<file path="config.mk">
export PLATFORM = sky130hd
export DESIGN_NAME = mem_ctrl
export DESIGN_NICKNAME = d
export VERILOG_FILES = /design/src/rtl/mem_ctrl_pkg.sv /design/src/rtl/mem_ctrl.sv
export SDC_FILE = /design/constraint.sdc
export NUM_CORES = 1
export LEC_CHECK = 0
export ABC_AREA = 1
export BUFFER_PORTS_ARGS = -buffer_cell sky130_fd_sc_hd__buf_4
export CORE_ASPECT_RATIO = 0.9
export CORE_MARGIN = 3
export CORE_UTILIZATION = 35
export DETAILED_ROUTE_END_ITERATION = 7
export GPL_TIMING_DRIVEN = 0
export HOLD_SLACK_MARGIN = 0.02
export PLACE_DENSITY_LB_ADDON = 0.2
export SYNTH_ARGS = -nofsm -noshare
export SYNTH_HDL_FRONTEND = slang
export SYNTH_SLANG_ARGS = --single-unit
</file>
<file path="constraint.sdc">
create_clock -name clk_in -period 4.82 [get_ports clk_in]
set_clock_uncertainty 0.15 [all_clocks]
set_input_delay 0.723 -clock clk_in [delete_from_list [all_inputs] [get_ports clk_in]]
set_output_delay 0.723 -clock clk_in [all_outputs]
set_load 0.05 [all_outputs]
</file>
<file path="src/rtl/mem_ctrl_pkg.sv">
// Shared constants and state encoding for the byte-serial memory controller.
// Imported by mem_ctrl; holds widths, the IO window base and FSM encodings.
package mem_ctrl_pkg;

   localparam int          MC_ADDR_WIDTH = 32;
   localparam int          MC_INST_WIDTH = 32;
   localparam logic [31:0] MC_IO_BASE    = 32'h30000;

   localparam logic TRUE  = 1'b1;
   localparam logic FALSE = 1'b0;

   typedef enum logic [1:0] {
      MC_IDLE = 2'd0,
      MC_INST = 2'd1,
      MC_DRD  = 2'd2,
      MC_DWR  = 2'd3
   } mc_state_e;

   // Requesters encode an access as byte count minus one.
   function automatic logic [2:0] access_bytes(input logic [1:0] len_code);
      return {1'b0, len_code} + 3'd1;
   endfunction

endpackage

</file>
<file path="src/rtl/mem_ctrl.sv">
// Arbitrates I-cache fetches and LSU accesses onto a byte-wide RAM/IO bus,
// serialising each request into per-byte cycles and pulsing one completion.
module mem_ctrl
   import mem_ctrl_pkg::*;
#(
   parameter int                    ADDR_WIDTH = MC_ADDR_WIDTH,
   parameter int                    INST_WIDTH = MC_INST_WIDTH,
   parameter logic [ADDR_WIDTH-1:0] IO_BASE    = MC_IO_BASE
) (
   input  logic                  clk_in,
   input  logic                  rst_in,
   input  logic                  rdy_in,
   input  logic                  clr_in,
   input  logic [ADDR_WIDTH-1:0] inst_addr_in,
   input  logic                  rdy_inst_in,
   output logic [INST_WIDTH-1:0] inst_out,
   output logic                  rdy_inst_out,
   input  logic [ADDR_WIDTH-1:0] data_addr_in,
   input  logic [31:0]           data_in,
   input  logic                  data_wr_in,
   input  logic [1:0]            data_len_in,
   input  logic                  rdy_data_in,
   output logic [31:0]           data_out,
   output logic                  rdy_data_out,
   input  logic [7:0]            mem_din_in,
   output logic [7:0]            mem_dout_out,
   output logic [ADDR_WIDTH-1:0] mem_a_out,
   output logic                  mem_wr_out,
   input  logic                  io_buffer_full_in
);

   mc_state_e             state_reg, state_next;
   logic [2:0]            cnt_reg, cnt_next;
   logic [2:0]            len_reg, len_next;
   logic [ADDR_WIDTH-1:0] base_reg, base_next;
   logic [ADDR_WIDTH-1:0] mem_a_reg, mem_a_next;
   logic [ADDR_WIDTH-1:0] byte_addr;
   logic [31:0]           wdata_reg, wdata_next;
   logic [31:0]           buf_reg, buf_next;
   logic [31:0]           assembled;
   logic [31:0]           data_reg, data_next;
   logic [INST_WIDTH-1:0] inst_reg, inst_next;
   logic [7:0]            dout_reg, dout_next;
   logic                  mem_wr_reg, mem_wr_next;
   logic                  rdy_inst_reg, rdy_inst_next;
   logic                  rdy_data_reg, rdy_data_next;
   logic                  accept_data, accept_inst, all_sent, io_stall;
   logic [1:0]            byte_idx;

   // A requester whose completion pulse is still up is re-presenting the same request.
   assign accept_data = rdy_data_in && !rdy_data_reg;
   assign accept_inst = rdy_inst_in && !rdy_inst_reg;
   assign all_sent    = (cnt_reg == len_reg);
   assign byte_addr   = base_reg + ADDR_WIDTH'(cnt_reg);
   assign io_stall    = (state_reg == MC_DWR) && !all_sent && io_buffer_full_in &&
                        (byte_addr == IO_BASE || byte_addr == IO_BASE + ADDR_WIDTH'(4));

   // The byte arriving now belongs to the address presented in the previous cycle.
   assign byte_idx = cnt_reg[1:0] - 2'd1;

   genvar gi;
   generate
      for (gi = 0; gi < 4; gi++) begin : g_lane
         assign assembled[8*gi +: 8] = (byte_idx == 2'(gi)) ? mem_din_in : buf_reg[8*gi +: 8];
      end
   endgenerate

   always_ff @(posedge clk_in) begin
      if (rst_in) begin
         state_reg <= MC_IDLE;
      end else if (rdy_in) begin
         state_reg <= state_next;
      end
   end

   always_comb begin
      state_next = state_reg;
      case (state_reg)
         MC_IDLE: begin
            if (accept_data) begin
               state_next = data_wr_in ? MC_DWR : MC_DRD;
            end else if (accept_inst) begin
               state_next = MC_INST;
            end
         end
         MC_INST: begin
            if (clr_in || all_sent) begin
               state_next = MC_IDLE;
            end
         end
         default: begin
            if (all_sent) begin
               state_next = MC_IDLE;
            end
         end
      endcase
   end

   always_comb begin
      cnt_next      = cnt_reg;
      len_next      = len_reg;
      base_next     = base_reg;
      wdata_next    = wdata_reg;
      buf_next      = buf_reg;
      inst_next     = inst_reg;
      data_next     = data_reg;
      mem_a_next    = '0;
      dout_next     = '0;
      mem_wr_next   = FALSE;
      rdy_inst_next = FALSE;
      rdy_data_next = FALSE;
      if (state_reg == MC_IDLE) begin
         if (accept_data) begin
            base_next  = data_addr_in;
            len_next   = access_bytes(data_len_in);
            wdata_next = data_in;
            cnt_next   = 3'd0;
            buf_next   = '0;
         end else if (accept_inst) begin
            base_next = inst_addr_in;
            len_next  = 3'd4;
            cnt_next  = 3'd0;
            buf_next  = '0;
         end
      end else begin
         if (state_reg != MC_DWR && cnt_reg != 3'd0) begin
            buf_next = assembled;
         end
         if (state_reg == MC_INST && clr_in) begin
            cnt_next = 3'd0;
         end else if (all_sent) begin
            cnt_next = 3'd0;
            case (state_reg)
               MC_INST: begin
                  inst_next     = assembled;
                  rdy_inst_next = TRUE;
               end
               MC_DRD: begin
                  data_next     = assembled;
                  rdy_data_next = TRUE;
               end
               default: rdy_data_next = TRUE;
            endcase
         end else if (!io_stall) begin
            mem_a_next = byte_addr;
            cnt_next   = cnt_reg + 3'd1;
            if (state_reg == MC_DWR) begin
               mem_wr_next = TRUE;
               dout_next   = wdata_reg[{cnt_reg[1:0], 3'b000} +: 8];
            end
         end
      end
   end

   always_ff @(posedge clk_in) begin
      if (rst_in) begin
         cnt_reg      <= '0;
         len_reg      <= '0;
         base_reg     <= '0;
         wdata_reg    <= '0;
         buf_reg      <= '0;
         inst_reg     <= '0;
         data_reg     <= '0;
         mem_a_reg    <= '0;
         dout_reg     <= '0;
         mem_wr_reg   <= FALSE;
         rdy_inst_reg <= FALSE;
         rdy_data_reg <= FALSE;
      end else if (rdy_in) begin
         cnt_reg      <= cnt_next;
         len_reg      <= len_next;
         base_reg     <= base_next;
         wdata_reg    <= wdata_next;
         buf_reg      <= buf_next;
         inst_reg     <= inst_next;
         data_reg     <= data_next;
         mem_a_reg    <= mem_a_next;
         dout_reg     <= dout_next;
         mem_wr_reg   <= mem_wr_next;
         rdy_inst_reg <= rdy_inst_next;
         rdy_data_reg <= rdy_data_next;
      end
   end

   assign inst_out     = inst_reg;
   assign rdy_inst_out = rdy_inst_reg;
   assign data_out     = data_reg;
   assign rdy_data_out = rdy_data_reg;
   assign mem_a_out    = mem_a_reg;
   assign mem_dout_out = dout_reg;
   // A frozen pipeline must never repeat a write strobe.
   assign mem_wr_out   = mem_wr_reg && rdy_in;

endmodule

</file>
==> impl_metrics.tcl, run 1 <==
set metrics [dict create \
    grt_pass1_vias 9412 \
    min_period_ns 3.186 \
    synth_top_area_cell "dfxtp_1" \
    dp_hpwl_um 24460 \
    wl_per_cell_um 15.56 \
    synth_seq_cells 211 \
    hp-class "reg -> reg" \
    drc 0 \
    io_buffers 218 \
    slowest_stage "clkinv_1" \
    fin_area_um2 12660 \
    layout_setup_ws_ns 1.634 \
    core_area_um2 27310 \
    gp_routability_congestion 0.9222 \
    cts_sinks 211 \
    antenna_found_initial 3 \
    critPathMaxFanout 10 \
    crit_chain "nor2_2, clkinv_1, o21ai_1, inv_1, nor2_1, nand2_1, inv_1, buf_2, buf_2, o21ai_0, a31oi_1" \
    utilization_pct 46.35 \
    htreeDepth 1 \
    met1_length_um 14100 \
    top_layer "met5" \
    crit_arrival_ns 3.47 \
    grt_max_degree 13 \
    die_area_um2 30080 \
    status "finished clean" \
    rsz0062_at_grt "no" \
    vias 9920 \
    yosys_warnings 0 \
    placed_area_um2 11890 \
    crit_cells 11 \
    cts_resized 0 \
    boundaryPins 221 \
    fmax_mhz 313.8 \
    cp-end-kind "register" \
    die_h_um 164.8 \
    worst_slew_pin_slew_ns 0.7719 \
    worst-path-buf-inv 5 \
    hold_buffers 0 \
    clock_path_buffers 3 \
    seq_area_um2 4224 \
    drive_gt1_share_pct 19.09 \
    critPathRequiredTime_ns 5.10 \
    synthCells 1409 \
    pre_cts_ws_ns 1.112 \
    met2_length_um 14650 \
    layout_common_cells "320 x nand2_1, 219 x buf_4, 211 x dfxtp_1, 181 x o21ai_0" \
    synth_nets 1533 \
    grt_pass1_wl_um 49050 \
    clkTransAtPathRegs_ns 0.06 \
    period_share_pct 66.11 \
    drt_iter0_markers 702 \
    max_cap_violations 0 \
    netlist.area_leader.share_pct 43.05 \
    powerDensity_nw_per_um2 349.4 \
    first_pass_iters 5 \
    slew_viol_final 0 \
    wl_um 31440 \
    grtUsageTotal_pct 19.99 \
    ir_drop_v 0.0002431 \
    startpoint_type "register" \
    hold_viol 0 \
    viasPerCell 4.908 \
    finalPower_w 0.004423 \
    finalNetCount 1777 \
    p_leak_nw 5.271 \
    rr_worst_depth 11 \
    finalSetupViolations 0 \
    max_stage_delay_ns 0.53 \
    multi_input_area_um2 4674 \
    routed-wl-met3_um 2133 \
    relSlewSlack_pct 48.54 \
    root_buffer "clkbuf_16" \
    start_util_pct 35.92 \
    seq_area_frac_synth_pct 43.05 \
    synth_area_leaders "dfxtp_1 43%, nand2_1 12%, o21ai_0 9.2%" \
    cts_made_buffers 24 \
    finalSetupTns_ns 0 \
    syn_avg_cell_area_um2 6.964 \
    area_growth_pct 29.04 \
    chipWidth_um 182.5 \
    grt_overflow 0 \
    fillers 2875 \
    detail-route-antenna-nets 0 \
    row_count 57 \
    path_class "reg -> reg" \
    critPathTopFamily "buffers and inverters" \
    cts_tree "yes" \
    clkLatencyLatePin_ns 0.51 \
    syn_area_um2 9812 \
    hold_path_depth 2 \
    synth_cell_types 39 \
    final_common_cell "nand2_1" \
    postCtsSetupBuffers 0 \
]
==> per-stage QoR <==
| stage | hold slack, ns | instances |
|---|---|---|
| finish | 0.2942 | 2021 |
| global route | 0.3120 | 2021 |
| CTS | 0.2951 | 2020 |
| detailed placement | 0.2885 | 1981 |
| global placement | 0.2856 | 1981 |
| floorplan | 0.2922 | 1409 |
==> worst min-delay path: stages (launching register included) <==
cell and delay, ns:
dfxtp_1 0.31, inv_1 0.05, a21oi_1 0.05
==> metal layers <==
layer	track usage [%]	vias up
li1	-	5093
met1	26.37	4497
met2	33.94	284
met3	4.250	42
met4	4.119	4
met5	0	-
==> cells in the mapped netlist, drive strengths merged <==
library cell  number
clkbuf            68
nand2            331
nor4               1
clkinv             2
a21boi             1
a31oi             32
a2bb2oi            3
nor3               1
or2                3
nand4             46
nand3b            11
inv              147
a21oi            141
buf               18
o21ai            186
ha                 9
fa                 1
a211oi             1
xnor2              5
o221a              1
nand3             18
xor2               5
and2               1
o22ai              9
dfxtp            211
nor2             157
==> worst paths after layout <==
kind / from / to / slack [ns]
hold / removal: data_out[11]$_SDFFE_PP0P_ / data_out[11]$_SDFFE_PP0P_ / 0.29
hold reg to reg: data_out[11]$_SDFFE_PP0P_ / data_out[11]$_SDFFE_PP0P_ / 0.29
setup reg to reg: rdy_data_out$_SDFFE_PP0P_ / base_reg[27]$_SDFFE_PP0P_ / 1.63
setup / recovery: rdy_data_out$_SDFFE_PP0P_ / base_reg[27]$_SDFFE_PP0P_ / 1.63
==> layout make-up <==
cell class,instances,area share [%]
multi-input combinational,963,36.92
sequential,211,33.36
timing repair buffer,218,12.93
clock buffer,34,5.445
inverter,149,4.417
tap,354,3.498
buffer,86,2.797
clock inverter,5,0.6127
antenna,1,0.01976
==> report_power, final <==
group | internal (W) | leakage [nW] | total [W] | switching, W
Clock | 0.00109 | 0.373 | 0.00178 | 0.000687
Sequential | 0.00184 | 1.72 | 0.00192 | 0.0000794
Combinational | 0.000241 | 3.18 | 0.000725 | 0.000484
Total | 0.00317 | 5.27 | 0.00442 | 0.00125
==> logic make-up (layout without fill, tap and decap cells) <==
logic type / Yosys count / count (layout) / share of synthesized area (%)
simple gates: 569 / 569 / 25.53
compound gates: 374 / 374 / 19.87
buf+inv: 235 / 492 / 9.309
flops: 211 / 211 / 43.05
fa+ha+maj: 10 / 10 / 1.352
xor+xnor: 10 / 10 / 0.8926
other cells: 0 / 1 / 0
Power figures use the tool's default switching activity.
==> inputs of run 2 (changes only) <==
Clock period 4.82 ns to 2.8 ns, I/O delays scaled along.
==> impl_metrics.tcl, run 2 (same netlist as run 1, synthesis figures left out) <==
set metrics [dict create \
    status "finished clean" \
    fmax_mhz 371.0 \
    viasPerCell 4.874 \
    start_util_pct 35.92 \
    boundaryPins 221 \
    area_growth_pct 31.79 \
    grt_max_degree 13 \
    grt_pass1_wl_um 49380 \
    core_area_um2 27310 \
    cts_made_buffers 24 \
    grt_overflow 0 \
    period_share_pct 96.28 \
    drc 0 \
    root_buffer "clkbuf_16" \
    htreeDepth 1 \
    critPathMaxFanout 10 \
    finalSetupTns_ns 0 \
    placed_area_um2 11890 \
    cts_sinks 211 \
    clkLatencyLatePin_ns 0.51 \
    crit_arrival_ns 2.92 \
    final_common_cell "nand2_1" \
    layout_common_cells "319 x nand2_1, 223 x buf_4, 208 x dfxtp_1, 181 x o21ai_0" \
    rsz0062_at_grt "yes" \
    powerDensity_nw_per_um2 590.7 \
    slew_viol_final 0 \
    cts_tree "yes" \
    antenna_found_initial 3 \
    detail-route-antenna-nets 0 \
    grtUsageTotal_pct 20.11 \
    first_pass_iters 5 \
    finalSetupViolations 0 \
    worst_slew_pin_slew_ns 0.7840 \
    row_count 57 \
    drt_iter0_markers 656 \
    cp-end-kind "register" \
    io_buffers 218 \
    max_cap_violations 0 \
    min_period_ns 2.696 \
    hold_viol 0 \
    finalNetCount 1800 \
    die_h_um 164.8 \
    fin_area_um2 12930 \
    die_area_um2 30080 \
    clkTransAtPathRegs_ns 0.05 \
    wl_per_cell_um 15.48 \
    path_class "reg -> reg" \
    startpoint_type "register" \
    ir_drop_v 0.0004183 \
    p_leak_nw 5.409 \
    drive_gt1_share_pct 19.95 \
    critPathRequiredTime_ns 3.02 \
    wl_um 31650 \
    gp_routability_congestion 0.9222 \
    clock_path_buffers 3 \
    chipWidth_um 182.5 \
    relSlewSlack_pct 47.74 \
    grt_pass1_vias 9471 \
    hp-class "in -> reg" \
    vias 9962 \
    dp_hpwl_um 24460 \
]
-- run 2: cell count changes in the layout (fill, tap and decap cells not counted), sizes merged --
cell	before	now
dlygate4sd3	0	18
buf	236	241
-- run 2: through the flow --
step           utilization (%)  total power [W]  worst slack (ns)  hold WS [ns]  cells
2_1_floorplan                -         0.004141            0.4016        0.2922   1409
3_3_place_gp             43.53         0.004604           -0.5558        0.2856   1981
3_5_place_dp             43.53         0.004617           -0.6050        0.2885   1981
4_1_cts                  47.12         0.007712           0.01805       0.02068   2039
5_1_grt                  47.34         0.007985          -0.07000       0.03255   2044
6_report                 47.34         0.007638            0.1043       0.03644   2044
-- run 2: cell type report --
type,instances,area [um2]
plain buffers,86,361.6
clock buffers,34,689.4
clock inverters,5,77.57
diodes,1,2.502
multi-input cells,963,4700
well taps,354,442.9
repair buffers,241,1867
flip-flops and latches,211,4230
fillers,2848,14380
inverters,149,560.5
-- run 2: worst max-delay path, stage by stage, from the launching register on --
cell     delay, ns
dfxtp_4       0.38
ha_2          0.19
fa_2          0.21
nand3_1       0.09
nand2_2       0.13
nand2_4       0.08
buf_12        0.14
nor2_4        0.14
nand2_1       0.07
nand2_1       0.05
nand2_1       0.09
nor2_1        0.12
nand3_2       0.12
nor2_4        0.11
nand3_4       0.12
buf_6         0.17
nand4_1       0.10
a21oi_1       0.08
-- run 2: routing by layer --
metal	share of wire [%]	GRT usage [%]
met3	6.7	4.184
met1	45	26.54
met4	1.6	4.119
met2	47	34.21
met5	0.11	0
-- run 2: where the power goes --
part,internal [W],switching (W)
clock network,0.00188,0.00118
registers,0.00317,0.000137
logic,0.000436,0.000837
-- run 2: worst paths after layout --
kind	startpoint	to	slack (ns)	depth (start not counted)
max	cnt_reg[0]$_SDFFE_PP0P_	mem_dout_out[3]$_SDFFE_PP0P_	0.10	17
max reg2reg	cnt_reg[0]$_SDFFE_PP0P_	mem_dout_out[3]$_SDFFE_PP0P_	0.10	17
min	data_in[19]	wdata_reg[19]$_SDFFE_PP0P_	0.04	3
min reg2reg	data_out[11]$_SDFFE_PP0P_	data_out[11]$_SDFFE_PP0P_	0.29	2
-- run 2: timing repair --
action	in CTS	in global routing
resized for setup	5	17
pin swaps	2	1
hold endpoints to repair	18	0
endpoints found under the setup margin	106	80
hold buffers	18	0
setup buffers	1	4
gates cloned	0	0
==> inputs of run 3 (changes only) <==
Settings changed: CORE_MARGIN 3 to unset, CORE_UTILIZATION 35 to 49, SLEW_MARGIN set to 15.
==> impl_metrics.tcl, run 3 (same netlist as run 1, synthesis figures left out) <==
set metrics [dict create \
    status "finished clean" \
    dp_hpwl_um 22250 \
    slew_viol_final 0 \
    period_share_pct 96.03 \
    placed_area_um2 11760 \
    antenna_found_initial 0 \
    vias 10320 \
    clkTransAtPathRegs_ns 0.06 \
    wl_um 29960 \
    fmax_mhz 371.9 \
    reg2reg_slack_ns 0.11 \
    power.internal_w 0.005131 \
    hp-class "in -> reg" \
    start_util_pct 50.58 \
    finalSetupViolations 0 \
    relSlewSlack_pct 56.18 \
    rr_worst_depth 17 \
    r2r-end "mem_dout_out[3]$_SDFFE_PP0P_" \
    drc 0 \
    critPathMaxFanout 10 \
    p_clk_share_pct 37.3 \
    hold_viol 0 \
    grt_pass1_wl_um 45940 \
    first_pass_iters 5 \
    drive_gt1_share_pct 20.04 \
    finalNetCount 1787 \
    layout_setup_ws_ns 0.1113 \
    whs_ns 0.02122 \
    layout_common_cells "319 x nand2_1, 223 x buf_4, 209 x dfxtp_1, 181 x o21ai_0, 140 x a21oi_1" \
    boundaryPins 221 \
    cts_sinks 211 \
    startpoint_type "register" \
    critPathRequiredTime_ns 3.02 \
    htreeDepth 1 \
    cp-end-kind "register" \
    max_cap_violations 0 \
    timing.rr.start "base_reg[0]$_SDFFE_PP0P_" \
    fin_area_um2 12610 \
    wl_per_cell_um 15.54 \
    powerDensity_nw_per_um2 579.0 \
    clock_path_buffers 3 \
    core_area_um2 19400 \
    cts_tree "yes" \
    crit_arrival_ns 2.90 \
    root_buffer "clkbuf_16" \
    detail-route-antenna-nets 0 \
    pre_cts_ws_ns -0.3551 \
    final_common_cell "nand2_1" \
    clkLatencyLatePin_ns 0.51 \
    cpMostUsedCell "nand2_1" \
    slowest_stage "dfxtp_1" \
    switching_power_w 0.002168 \
    ir_drop_v 0.0003656 \
    max_stage_delay_ns 0.37 \
    io_buffers 218 \
    p_seq_share_pct 45.3 \
    area_growth_pct 28.49 \
    p_leak_nw 5.287 \
    row_count 48 \
    cp-endpoint "mem_dout_out[3]$_SDFFE_PP0P_" \
    worst_slew_pin_slew_ns 0.6573 \
    grt_overflow 0 \
    gp_routability_congestion 0.8953 \
    chipWidth_um 151.2 \
    path_class "reg -> reg" \
    grtUsageTotal_pct 28.20 \
    grt_max_degree 14 \
    min_period_ns 2.689 \
    grt_pass1_vias 9223 \
    viasPerCell 5.353 \
    finalPower_w 0.007299 \
    crit_path_start "base_reg[0]$_SDFFE_PP0P_" \
    layoutNonFillerInstCount 1928 \
    die_area_um2 20590 \
    drt_iter0_markers 866 \
    crit_chain "ha_4, fa_2, nand3_2, nand2_2, nand2_2, buf_4, nor2_4, nand2_1, nand2_1, nand2_1, nor2_2, nand3_2, nor2_4, nand3_4, buf_6, nand4_1, a21oi_1" \
    rsz0062_at_grt "yes" \
    cts_made_buffers 22 \
    power_frac_comb_pct 17.4 \
    die_h_um 136.2 \
    place_inst 1877 \
    switching_share_pct 29.70 \
]
run 3: changes by cell type in the layout (fill, tap and decap cells not counted), sizes merged:
cell         delta
dlygate4sd3    -11
bufinv          -2
clkinv          +2
clkbuf          -1
run 3: power groups by stage:
stage / Combinational [W] / Sequential [W] / Clock [W]
finish: 0.00127 / 0.00331 / 0.00273
global route: 0.00137 / 0.00332 / 0.00288
CTS: 0.00125 / 0.00330 / 0.00274
detailed placement: 0.00124 / 0.00337 / 0
global placement: 0.00122 / 0.00336 / 0
floorplan: 0.000609 / 0.00353 / 0
run 3: routing by layer:
metal	part of all wire, %	track usage [%]
met2	48	47.09
met4	2.5	8.056
met3	7.4	4.161
met1	43	37.62
met5	0	0
run 3: metrics by stage:
step | TNS, ns | utilization, %
final | 0 | 64.99
after global routing | -0.04824 | 64.98
after CTS | 0 | 64.53
after detailed placement | -13.49 | 60.63
after global placement | -11.49 | 60.63
after floorplan | 0 | -
run 3: final cells by class:
cell class	instances	area (um2)
fillers	1802	6792
multi-input cells	963	4725
flip-flops and latches	211	4229
repair buffers	230	1757
clock buffers	33	621.8
inverters	149	560.5
plain buffers	86	360.3
well taps	250	312.8
clock inverters	5	38.79
diodes	1	2.502
run 3: timing repair:
item                                    4_1_cts  5_1_grt
pin swaps                                     2        8
resized for setup                             5       18
hold buffers                                  7        0
endpoints found under the setup margin       71       73
endpoints found under the hold margin         7        0
setup buffers                                 2        3
run 3: how the worst min path moves through the flow:
stage / startpoint / to / slack (ns) / cells after the start
detailed placement: data_out[22]$_SDFFE_PP0P_ / data_out[22]$_SDFFE_PP0P_ / 0.29 / 2
global placement: data_out[19]$_SDFFE_PP0P_ / data_out[19]$_SDFFE_PP0P_ / 0.28 / 2
global route: data_in[25] / wdata_reg[25]$_SDFFE_PP0P_ / 0.03 / 3
CTS: data_in[8] / wdata_reg[8]$_SDFFE_PP0P_ / 0.02 / 3
floorplan: buf_reg[0]$_SDFFE_PP0P_ / buf_reg[0]$_SDFFE_PP0P_ / 0.29 / 2
finish: data_in[8] / wdata_reg[8]$_SDFFE_PP0P_ / 0.02 / 3
run 3: critical path: cells and delay by family (launching register included):
kind / cells / cell delay [ns]
AOI/OAI and AO/OA: 1 / 0.08
adders and majority gates: 2 / 0.39
buffers and inverters: 2 / 0.32
DFF: 1 / 0.37
and+or+nand+nor: 12 / 1.24
